File: src/rtl/regfile_wb_arbiter.sv
// Two-requester write-back arbiter feeding one register-file write port,
// with a pending-write scoreboard that flags read-after-write hazards.
module regfile_wb_arbiter #(
  parameter int PRIO_RESET = 0
) (
  input  logic        clk,
  input  logic        reset,
  input  logic        req0_valid,
  input  logic [4:0]  req0_rw,
  input  logic [31:0] req0_data,
  output logic        req0_ready,
  input  logic        req1_valid,
  input  logic [4:0]  req1_rw,
  input  logic [31:0] req1_data,
  output logic        req1_ready,
  input  logic        rsv_en,
  input  logic [4:0]  rsv_rw,
  input  logic [4:0]  rd_ra,
  input  logic [4:0]  rd_rb,
  output logic        hazard_a,
  output logic        hazard_b,
  output logic        wEn,
  output logic [4:0]  RW,
  output logic [31:0] busW,
  output logic [31:0] pending
);

  localparam logic PRIO_INIT = (PRIO_RESET != 0);

  logic        prio_q, prio_d;
  logic        wen_q, wen_d;
  logic [4:0]  rw_q, rw_d;
  logic [31:0] busw_q, busw_d;
  logic [31:0] pend_q, pend_d;

  logic        gnt0, gnt1, xfer;
  logic [4:0]  xfer_rw;
  logic [31:0] xfer_data;
  logic [31:0] set_mask, clr_mask;

  // Grants see only the valids and the pointer; reset gates them off at once.
  always_comb begin
    gnt0 = reset & req0_valid & (~req1_valid | ~prio_q);
    gnt1 = reset & req1_valid & (~req0_valid |  prio_q);
    xfer = gnt0 | gnt1;
    xfer_rw   = gnt1 ? req1_rw   : req0_rw;
    xfer_data = gnt1 ? req1_data : req0_data;
  end

  always_comb begin
    prio_d = prio_q;
    if (gnt0)
      prio_d = 1'b1;
    else if (gnt1)
      prio_d = 1'b0;

    wen_d  = xfer & (xfer_rw != 5'd0);
    rw_d   = rw_q;
    busw_d = busw_q;
    if (xfer) begin
      rw_d   = xfer_rw;
      busw_d = xfer_data;
    end

    set_mask = '0;
    clr_mask = '0;
    if (rsv_en && rsv_rw != 5'd0)
      set_mask = 32'd1 << rsv_rw;
    if (xfer && xfer_rw != 5'd0)
      clr_mask = 32'd1 << xfer_rw;
    // Applying the set after the clear lets a same-edge reservation win.
    pend_d    = (pend_q & ~clr_mask) | set_mask;
    pend_d[0] = 1'b0;
  end

  always_ff @(posedge clk or negedge reset) begin
    if (!reset) begin
      prio_q <= PRIO_INIT;
      wen_q  <= 1'b0;
      rw_q   <= 5'd0;
      busw_q <= 32'd0;
      pend_q <= 32'd0;
    end else begin
      prio_q <= prio_d;
      wen_q  <= wen_d;
      rw_q   <= rw_d;
      busw_q <= busw_d;
      pend_q <= pend_d;
    end
  end

  assign req0_ready = gnt0;
  assign req1_ready = gnt1;
  assign wEn        = wen_q;
  assign RW         = rw_q;
  assign busW       = busw_q;
  assign pending    = pend_q;
  assign hazard_a   = pend_q[rd_ra];
  assign hazard_b   = pend_q[rd_rb];

endmodule
File: config.mk
export PLATFORM = sky130hd
export DESIGN_NAME = regfile_wb_arbiter
export DESIGN_NICKNAME = d
export VERILOG_FILES = /design/src/rtl/regfile_wb_arbiter.sv
export SDC_FILE = /design/constraint.sdc
export NUM_CORES = 1
export LEC_CHECK = 0
export CAP_MARGIN = 20
export CORE_MARGIN = 4
export CORE_UTILIZATION = 46
export DETAILED_ROUTE_END_ITERATION = 7
export PLACE_DENSITY = 0.88
export SLEW_MARGIN = 40
export SYNTH_ARGS = -nofsm -noshare
export SYNTH_HDL_FRONTEND = slang
export SYNTH_SLANG_ARGS = --single-unit
File: constraint.sdc
create_clock -name clk -period 3.23 [get_ports clk]
set_input_delay 0.4845 -clock clk [delete_from_list [all_inputs] [get_ports clk]]
set_output_delay 0.4845 -clock clk [all_outputs]
set_load 0.02 [all_outputs]
Word-level counts from Yosys, hierarchy flattened

Index checks and enable logic that the tools add are counted.

Flip-flop bits (word level): 70
Bits in latches: 0
Bits in writable memories: 0
Memory bits (read-only): 0
Input bits: 94
Output and inout bits: 74
Word-level logic and storage cells: 38
Memories kept: 0

Add/sub/neg operators: 0
Multipliers: 0
Div/mod/pow operators: 0
Magnitude comparators: 2
Equal/unequal tests: 0
Shift-type cells: 2
Multiplexer cells: 10
Bitwise logic cells: 14
Reduce and logical (&&, ||, !) cells: 5

Operator list:

| kind                   | count |
|---|---|
| $mux W32               | 3 |
| $shl A1 B5 Y32 const A | 2 |
| $and A32 B32 Y32       | 1 |
| $not A32 Y32           | 1 |
| $or A32 B32 Y32        | 1 |
| $lt A5 B6 Y1 const B   | 2 |
| $bmux W1 S5            | 2 |
| $reduce_bool A5 Y1     | 2 |
| $and A1 B1 Y1          | 5 |
| $mux W5                | 1 |
| $mux W1                | 4 |
| $not A1 Y1             | 3 |
| $or A1 B1 Y1           | 3 |
| $logic_and A1 B1 Y1    | 2 |
| $reduce_bool A2 Y1     | 1 |

Logic depth before layout (Yosys ltp)

Depth in word-level cells: 10
Depth in mapped cells: 8
Mapped depth without buffers: 6

Worst setup path before layout

No wires, ideal clock.

Path type: input port to output port
Start point: input port rd_ra[0]
End point: output port hazard_a
Data arrival time: 1.790 ns
Data required time: 2.745 ns
Setup slack: 0.955 ns
Stages: 5
Path through: buf_2 mux4_2 mux2i_1 nor3b_1 or3_1

Word-level cells in the longest chain between the ends: 2

RTL lines:

| element                       | RTL line | source |
|---|---|---|
| start, declared               | 18       | `input logic [4:0] rd_ra,` |
| $bmux W1 S5                   | 98       | `assign hazard_a = pend_q[rd_ra];` |
| $mux W1 (not written as such) | 98       |  |
| end, declared                 | 20       | `output logic hazard_a,` |

Every way passes these cells. The select of a mux whose other input is x is not followed.

Final worst setup path

Start point: input port rd_ra[2]
End point: output port hazard_a

Same word-level chain as after synthesis.

==> impl_summary.log <==
[metrics] Setup TNS Final: 0 ns
[metrics] ratio of cells with drive above 1 in the final layout: 6.323%
[metrics] final-report hold violation count: 0
[metrics] setup repair after global routing missed its margin: no
[metrics] IO Port Bufs: 166
[metrics] WP data arrival: 2.64 ns
[metrics] initial cell density of the core: 47.12%
[metrics] fraction of the core area covered by cells at the end of the flow: a little over two thirds
[metrics] Net Switching: 1.101 mW
[metrics] worst slew margin relative to its limit: 52.54%
[metrics] number of slew-limit violations in the final report: 0
[metrics] fraction of power consumed by sequential logic: 40.2%
[metrics] setup ws final: between 0.1 and 0.15 ns
[metrics] layer carrying the most global-route usage: met2
[metrics] Most used DFF post-synth: sky130_fd_sc_hd__dfrtp_1
[metrics] number of diodes added for antenna fixing: 0
[metrics] worst reg-to-reg setup slack: 1.06 ns
[metrics] Compound-Gate Fraction of Synth Area: between 20% and 30%
[metrics] sum of net half-perimeters after detailed placement: 10140 um
[metrics] main combinational cell family by area after synthesis: compound AO/OA/AOI/OAI gates
[metrics] clock latency of the later-clocked register in the worst-skew pair: 0.34 ns
[metrics] cell type contributing the most total cell area after synthesis: sky130_fd_sc_hd__dfrtp_1
[metrics] xor and xnor area share after synthesis: 0%
[metrics] I/O pin total: 168
[metrics] count of cells along the worst hold path: 2
[metrics] Switching Fraction: between 30% and 40%
[metrics] height of the die: 99.52 um
[metrics] Post-Syn Nets: 529
[metrics] All-Layer GR Usage: around a quarter
[metrics] count of TritonRoute iterations in the first routing pass: 7
[metrics] global route total overflow: 0
[metrics] Post-Synth Simple-Gate Area: 19.97%
[metrics] category of the most critical setup path: input pin to output pin
[metrics] DRC violation total after the first TritonRoute iteration: 252
[metrics] most frequent cells after synthesis: sky130_fd_sc_hd__nand2_1, sky130_fd_sc_hd__dfrtp_1, sky130_fd_sc_hd__o21ai_0
[metrics] minimum period implied by the final worst setup slack: around 3.1 ns
[metrics] Netlist cell types: 42
[metrics] hold_ws: 0.5071 ns
[metrics] number of CTS-inserted buffers: 9
[metrics] clock share of power: 20.4%
[metrics] mapped cell area: 0.003852 mm^2
[metrics] total clock sinks: 70
[metrics] via-per-instance ratio: 5.837
[metrics] die area: 0.009903 mm^2
[metrics] overall power consumption: 3.066 mW
[metrics] instance count after placement with tap cells included: 690
[metrics] P_int: approximately 2 mW
[metrics] clock-pin transition on the worst setup and hold timing paths: 0.07 ns
[metrics] # Max-Cap Violations: 0
[metrics] CP max FO: 7
[metrics] P per Cell Area: ~530 mW/mm^2
[metrics] Antenna Violating Nets Remaining: 0
[metrics] share of the cycle needed by the critical path after routing: 96.63%
[metrics] top cells by area in the synthesized netlist: sky130_fd_sc_hd__dfrtp_1, sky130_fd_sc_hd__nand2_1, sky130_fd_sc_hd__o21ai_0
[metrics] final net count: 691
[metrics] Final Instance Area: just under 0.006 mm^2
[metrics] final setup vio count: 0
[metrics] run status: finished clean
[metrics] Synth Warn #: 0
[metrics] class of the most critical hold timing path: register to register
[metrics] number of storage elements in the synthesis netlist: 70
[metrics] clock tree root driver cell: sky130_fd_sc_hd__clkbuf_8
[metrics] Cell Count, Final, Fillers Out: 706
[metrics] dpl cell area: 0.005594 mm^2
[metrics] cell count of the worst reg-to-reg path: 6
[metrics] Post-Route Skew: 0.008104 ns
[metrics] global-route wire length before repair: 20770 um
[metrics] number of enable-type register cells in the synthesized netlist: 0
[metrics] share of the synthesized area in the top cell type: around 45%
[metrics] sort of element at the start of the critical path: input pin
[metrics] Max IR drop VDD: 339.3 uV
[metrics] total wire length: 13180 um
[metrics] met2 Resource Use GR: 46.02%
[metrics] DRC Markers: 0
[metrics] met1 Use GR: 29.63%
[metrics] data required time of the critical path: 2.75 ns
[metrics] met3 demand-to-capacity share in global routing: a little over a tenth
[metrics] fraction of registers with async set/reset: 100.0%
[metrics] routed length per instance: 18.67 um
[metrics] multiplexer share of the synthesized area: 8.704%
[metrics] area inside the core boundary: 0.008175 mm^2
[metrics] pre-CTS setup slack: -0.008410 ns
[metrics] number of antenna violations at the first check in global routing: 0
[metrics] final RePlAce weighted congestion: ~0.91
[metrics] width of the die: 99.52 um
[metrics] most used standard cell by instance count after synthesis: sky130_fd_sc_hd__nand2_1
[metrics] transition time at the pin with the least slew margin: approximately 0.70 ns
[metrics] combinational power share: 39.3%
[metrics] pin count of the biggest net entering global routing: 70
[metrics] clock tree from TritonCTS: yes
[metrics] cell leakage power: 2.300 nW
[metrics] number of instances in the synthesized netlist: 435
[metrics] crit end category: output pin
[metrics] maximum clock frequency: 320.4 MHz
[metrics] Synth Area in Adders: 0%
[metrics] vias after detailed routing: a little over 4000
[metrics] area growth from synthesis to layout: 50.11%
[metrics] Cell Rows: 33
[metrics] via count of the first global-routing pass: between 4000 and 5000
[metrics] Avg Inst Size Synth: around 8.9 um^2
[metrics] post-CTS setup buffers: 0
[metrics] Seq/Total Area, Yosys: 45.47%
[metrics] htree depth: 3
[metrics] maximum clock insertion buffer count: 2
[worst paths after layout]
| kind | endpoint | startpoint |
|---|---|---|
| max | hazard_a | rd_ra[2] |
| max in group asynchronous | busW[22]$_DFFE_PN0P_ | reset |
| min | RW[1]$_DFFE_PN0P_ | RW[1]$_DFFE_PN0P_ |
| min in group asynchronous | prio_q$_DFFE_PN0P_ | reset |
| max reg2reg | pending[12]$_DFF_PN0_ | prio_q$_DFFE_PN0P_ |
| min reg2reg | RW[1]$_DFFE_PN0P_ | RW[1]$_DFFE_PN0P_ |
[what timing repair did]
item / in CTS / in global routing
gates resized for setup: 2 / 1
endpoints found under the setup margin: 2 / 1
endpoints found under the hold margin: 1 / 0
hold buffers: 1 / 0
[critical path, stage by stage]
cell	delay (ns)
sky130_fd_sc_hd__clkdlybuf4s50_1	0.53
sky130_fd_sc_hd__buf_4	0.20
sky130_fd_sc_hd__mux2i_1	0.21
sky130_fd_sc_hd__a22oi_1	0.12
sky130_fd_sc_hd__nand4_1	0.10
sky130_fd_sc_hd__o21ai_0	0.09
sky130_fd_sc_hd__or3_1	0.36
sky130_fd_sc_hd__clkdlybuf4s50_1	0.54
[state kept, by name (all words and copies together), names as in the netlist]
| register | flops |
|---|---|
| RW | 5 |
| busW | 32 |
| pending | 31 |
| prio_q | 1 |
| wEn | 1 |
[layout by cell type, fill, tap and decap left out, drive strengths merged, types with 3 or more instances in the layout]
cell type / instances
nand2: 81
nor4b: 4
nor2: 40
a211oi: 3
a31oi: 37
a22oi: 5
mux4: 6
dfrtp: 70
nand3: 10
o31ai: 16
nor2b: 10
buf: 12
nor3: 4
nand2b: 7
clkbuf: 12
o21ai: 55
nand4: 4
mux2i: 20
a2111oi: 4
a21oi: 11
clkdlybuf4s50: 162
[per-layer routing]
layer,up-vias,wire (um),share of wire (%)
li1,1903,-,-
met3,22,1803,14
met2,246,6460,49
met4,0,258,2.0
met1,1950,4657,35
met5,-,0,0
[power groups by stage]
stage / clock network (mW) / logic (mW) / registers, mW
4_1_cts: 0.637 / 1.21 / 1.23
3_3_place_gp: 0 / 1.17 / 1.24
5_1_grt: 0.675 / 1.29 / 1.26
3_5_place_dp: 0 / 1.21 / 1.25
6_report: 0.627 / 1.21 / 1.23
2_1_floorplan: 0 / 0.384 / 1.40
[logic make-up (layout without fill, tap and decap cells)]
group                  Yosys count  count (layout)
multiplexers                    26              26
AO/OA/AOI/OAI                  138             138
buffers and inverters           29             195
other                            1               1
AND/OR/NAND/NOR                171             171
flip-flops                      70              70
[final cells by class]
type	count	area (um^2)
inverters	2	7.507
clock inverters	3	20.02
fillers	600	2392
clock buffers	12	155.1
flip-flops and latches	70	1752
multi-input cells	336	1949
repair buffers	178	1768
well taps	105	131.4
No activity file was read; power rests on OpenSTA's default activity.
==> RTL change, RTL diff (config.mk and constraints unchanged) <==
Make the reset (`reset`) synchronous in one clocked block.
--- a/src/rtl/regfile_wb_arbiter.sv
+++ b/src/rtl/regfile_wb_arbiter.sv
@@ -75,3 +75,3 @@
 
-  always_ff @(posedge clk or negedge reset) begin
+  always_ff @(posedge clk) begin
     if (!reset) begin
Formal check against the unedited RTL: differs if reset is asserted again (counterexample within 4 cycles, from zero or initial values and one cycle with reset low); with reset held inactive, the same outputs for 10 cycles.
==> RTL change against the unedited design <==
- synthesized area increased by 4.0%
- highest routed layer unchanged
- design area increased by 2.5%
- setup slack improved by 0.086 ns
- sequential cell count unchanged
- routed wire length increased by 5.9%
- largest cell class unchanged
Power is not compared: it rests on default switching activity, and its combinational part moved more than twofold at a synthesized area within 25%.
==> RTL change: results (changes against the unedited design) <==
Drt
The wire length on met3 is 1.596 mm (was 1.803 mm). The final routed wirelength across all metal layers is 13.96 mm (was 13.18 mm). The via-per-instance ratio is 6.127 (was 5.837). The number of DRC violations after detailed-routing iteration 0 was 366 (was 252). The met1 routed wirelength after detailed routing came to 5.195 mm (was 4.657 mm).

Global route
The largest net degree at the start of global routing came to 73 (was 70). The met3 usage is 0.09022 (was 0.1052). The met1 usage is 0.3112 (was 0.2963).

The first-pass GRT wire length is 21.33 mm (was 20.77 mm). The number of global-route vias before repair is 4115 (was 4123).

Placement
The count of placed standard cells including taps came to 678 (was 690). The detailed placer's ending HPWL was 10.83 mm (was 10.14 mm). The worst setup slack before clock tree synthesis is -0.05426 ns (was -0.008410 ns).

The instance area after placement is 5722 sq um (was 5594 sq um).

STA
The measured slew at the worst slew-check pin is 0.5782 ns (was 0.7044 ns).

Synth
The fraction of registers with async set/reset is 0 (was 1.000). The multiplexer fraction of the synthesized cell area is 0.1846 (was 0.08704). The post-synthesis sequential area ratio is 0.3499 (was 0.4547). The number of distinct library cell variants in the gate-level netlist after synthesis is 58 (was 42). Commonest cells in the netlist: dfxtp_1 (70), nor2_1 (57), mux2i_1 (35), a211oi_1 (34), nand2_1 (32) (was nand2_1 (80), dfrtp_1 (70), o21ai_0 (52), nor2_1 (40), a31oi_1 (35)). The prevailing post-synth register cell is dfxtp_1 (was dfrtp_1). The post-synthesis net count was 525 (was 529). The average cell area after synthesis is 9.293 sq um (was 8.856 sq um).

Layout
The layout cell share with drive strength beyond 1 is 0.1036 (was 0.06323). The count of non-filler cells in the finished layout is 694 (was 706). The filler cell count came to 642 (was 600).

Worst hold path
The startpoint of the worst hold path is RW[4] (was RW[1]).

Worst setup path
The arrival time at the worst endpoint is 2.55 ns (was 2.64 ns). The source of the worst register-to-register timing path is prio_q (unchanged). The launch point of the critical path is rd_rb[1] (was rd_ra[2]).

The maximum single-stage delay on the critical path was 0.57 ns (was 0.54 ns).

CTS
The number of cells upsized or downsized after cts was 3 (was 2). The count of H-tree levels built during CTS is 3 (unchanged).

Outcome
Status: completed (unchanged).
## RTL change: changes by cell type in the layout (fill, tap and decap cells not counted), sizes merged, moves of 6 or more
cell | before | now
dfrtp | 70 | 0
dfxtp | 0 | 70
nand2 | 81 | 35
o21ai | 55 | 14
a31oi | 37 | 3
a211oi | 3 | 34
nor2 | 40 | 58
mux2i | 20 | 37
a32o | 0 | 13
o31ai | 16 | 5
mux4 | 6 | 14
nor3b | 2 | 9
a311oi | 0 | 6
## RTL change: final timing paths
check,cells past startpoint,slack (ns),end
max,7,0.19,hazard_b
min,2,0.50,RW[4]
max reg2reg,6,1.14,busW[20]
min reg2reg,2,0.50,RW[4]
## RTL change: area by class of cell
class / count / area [sq um] / area share
clock buffers: 11 / 151.4 / 0.02553
inverters: 6 / 22.52 / 0.003798
flip-flops and latches: 70 / 1401 / 0.2363
well taps: 105 / 131.4 / 0.02216
repair buffers: 181 / 1785 / 0.3011
clock inverters: 5 / 57.56 / 0.009707
multi-input cells: 316 / 2380 / 0.4013
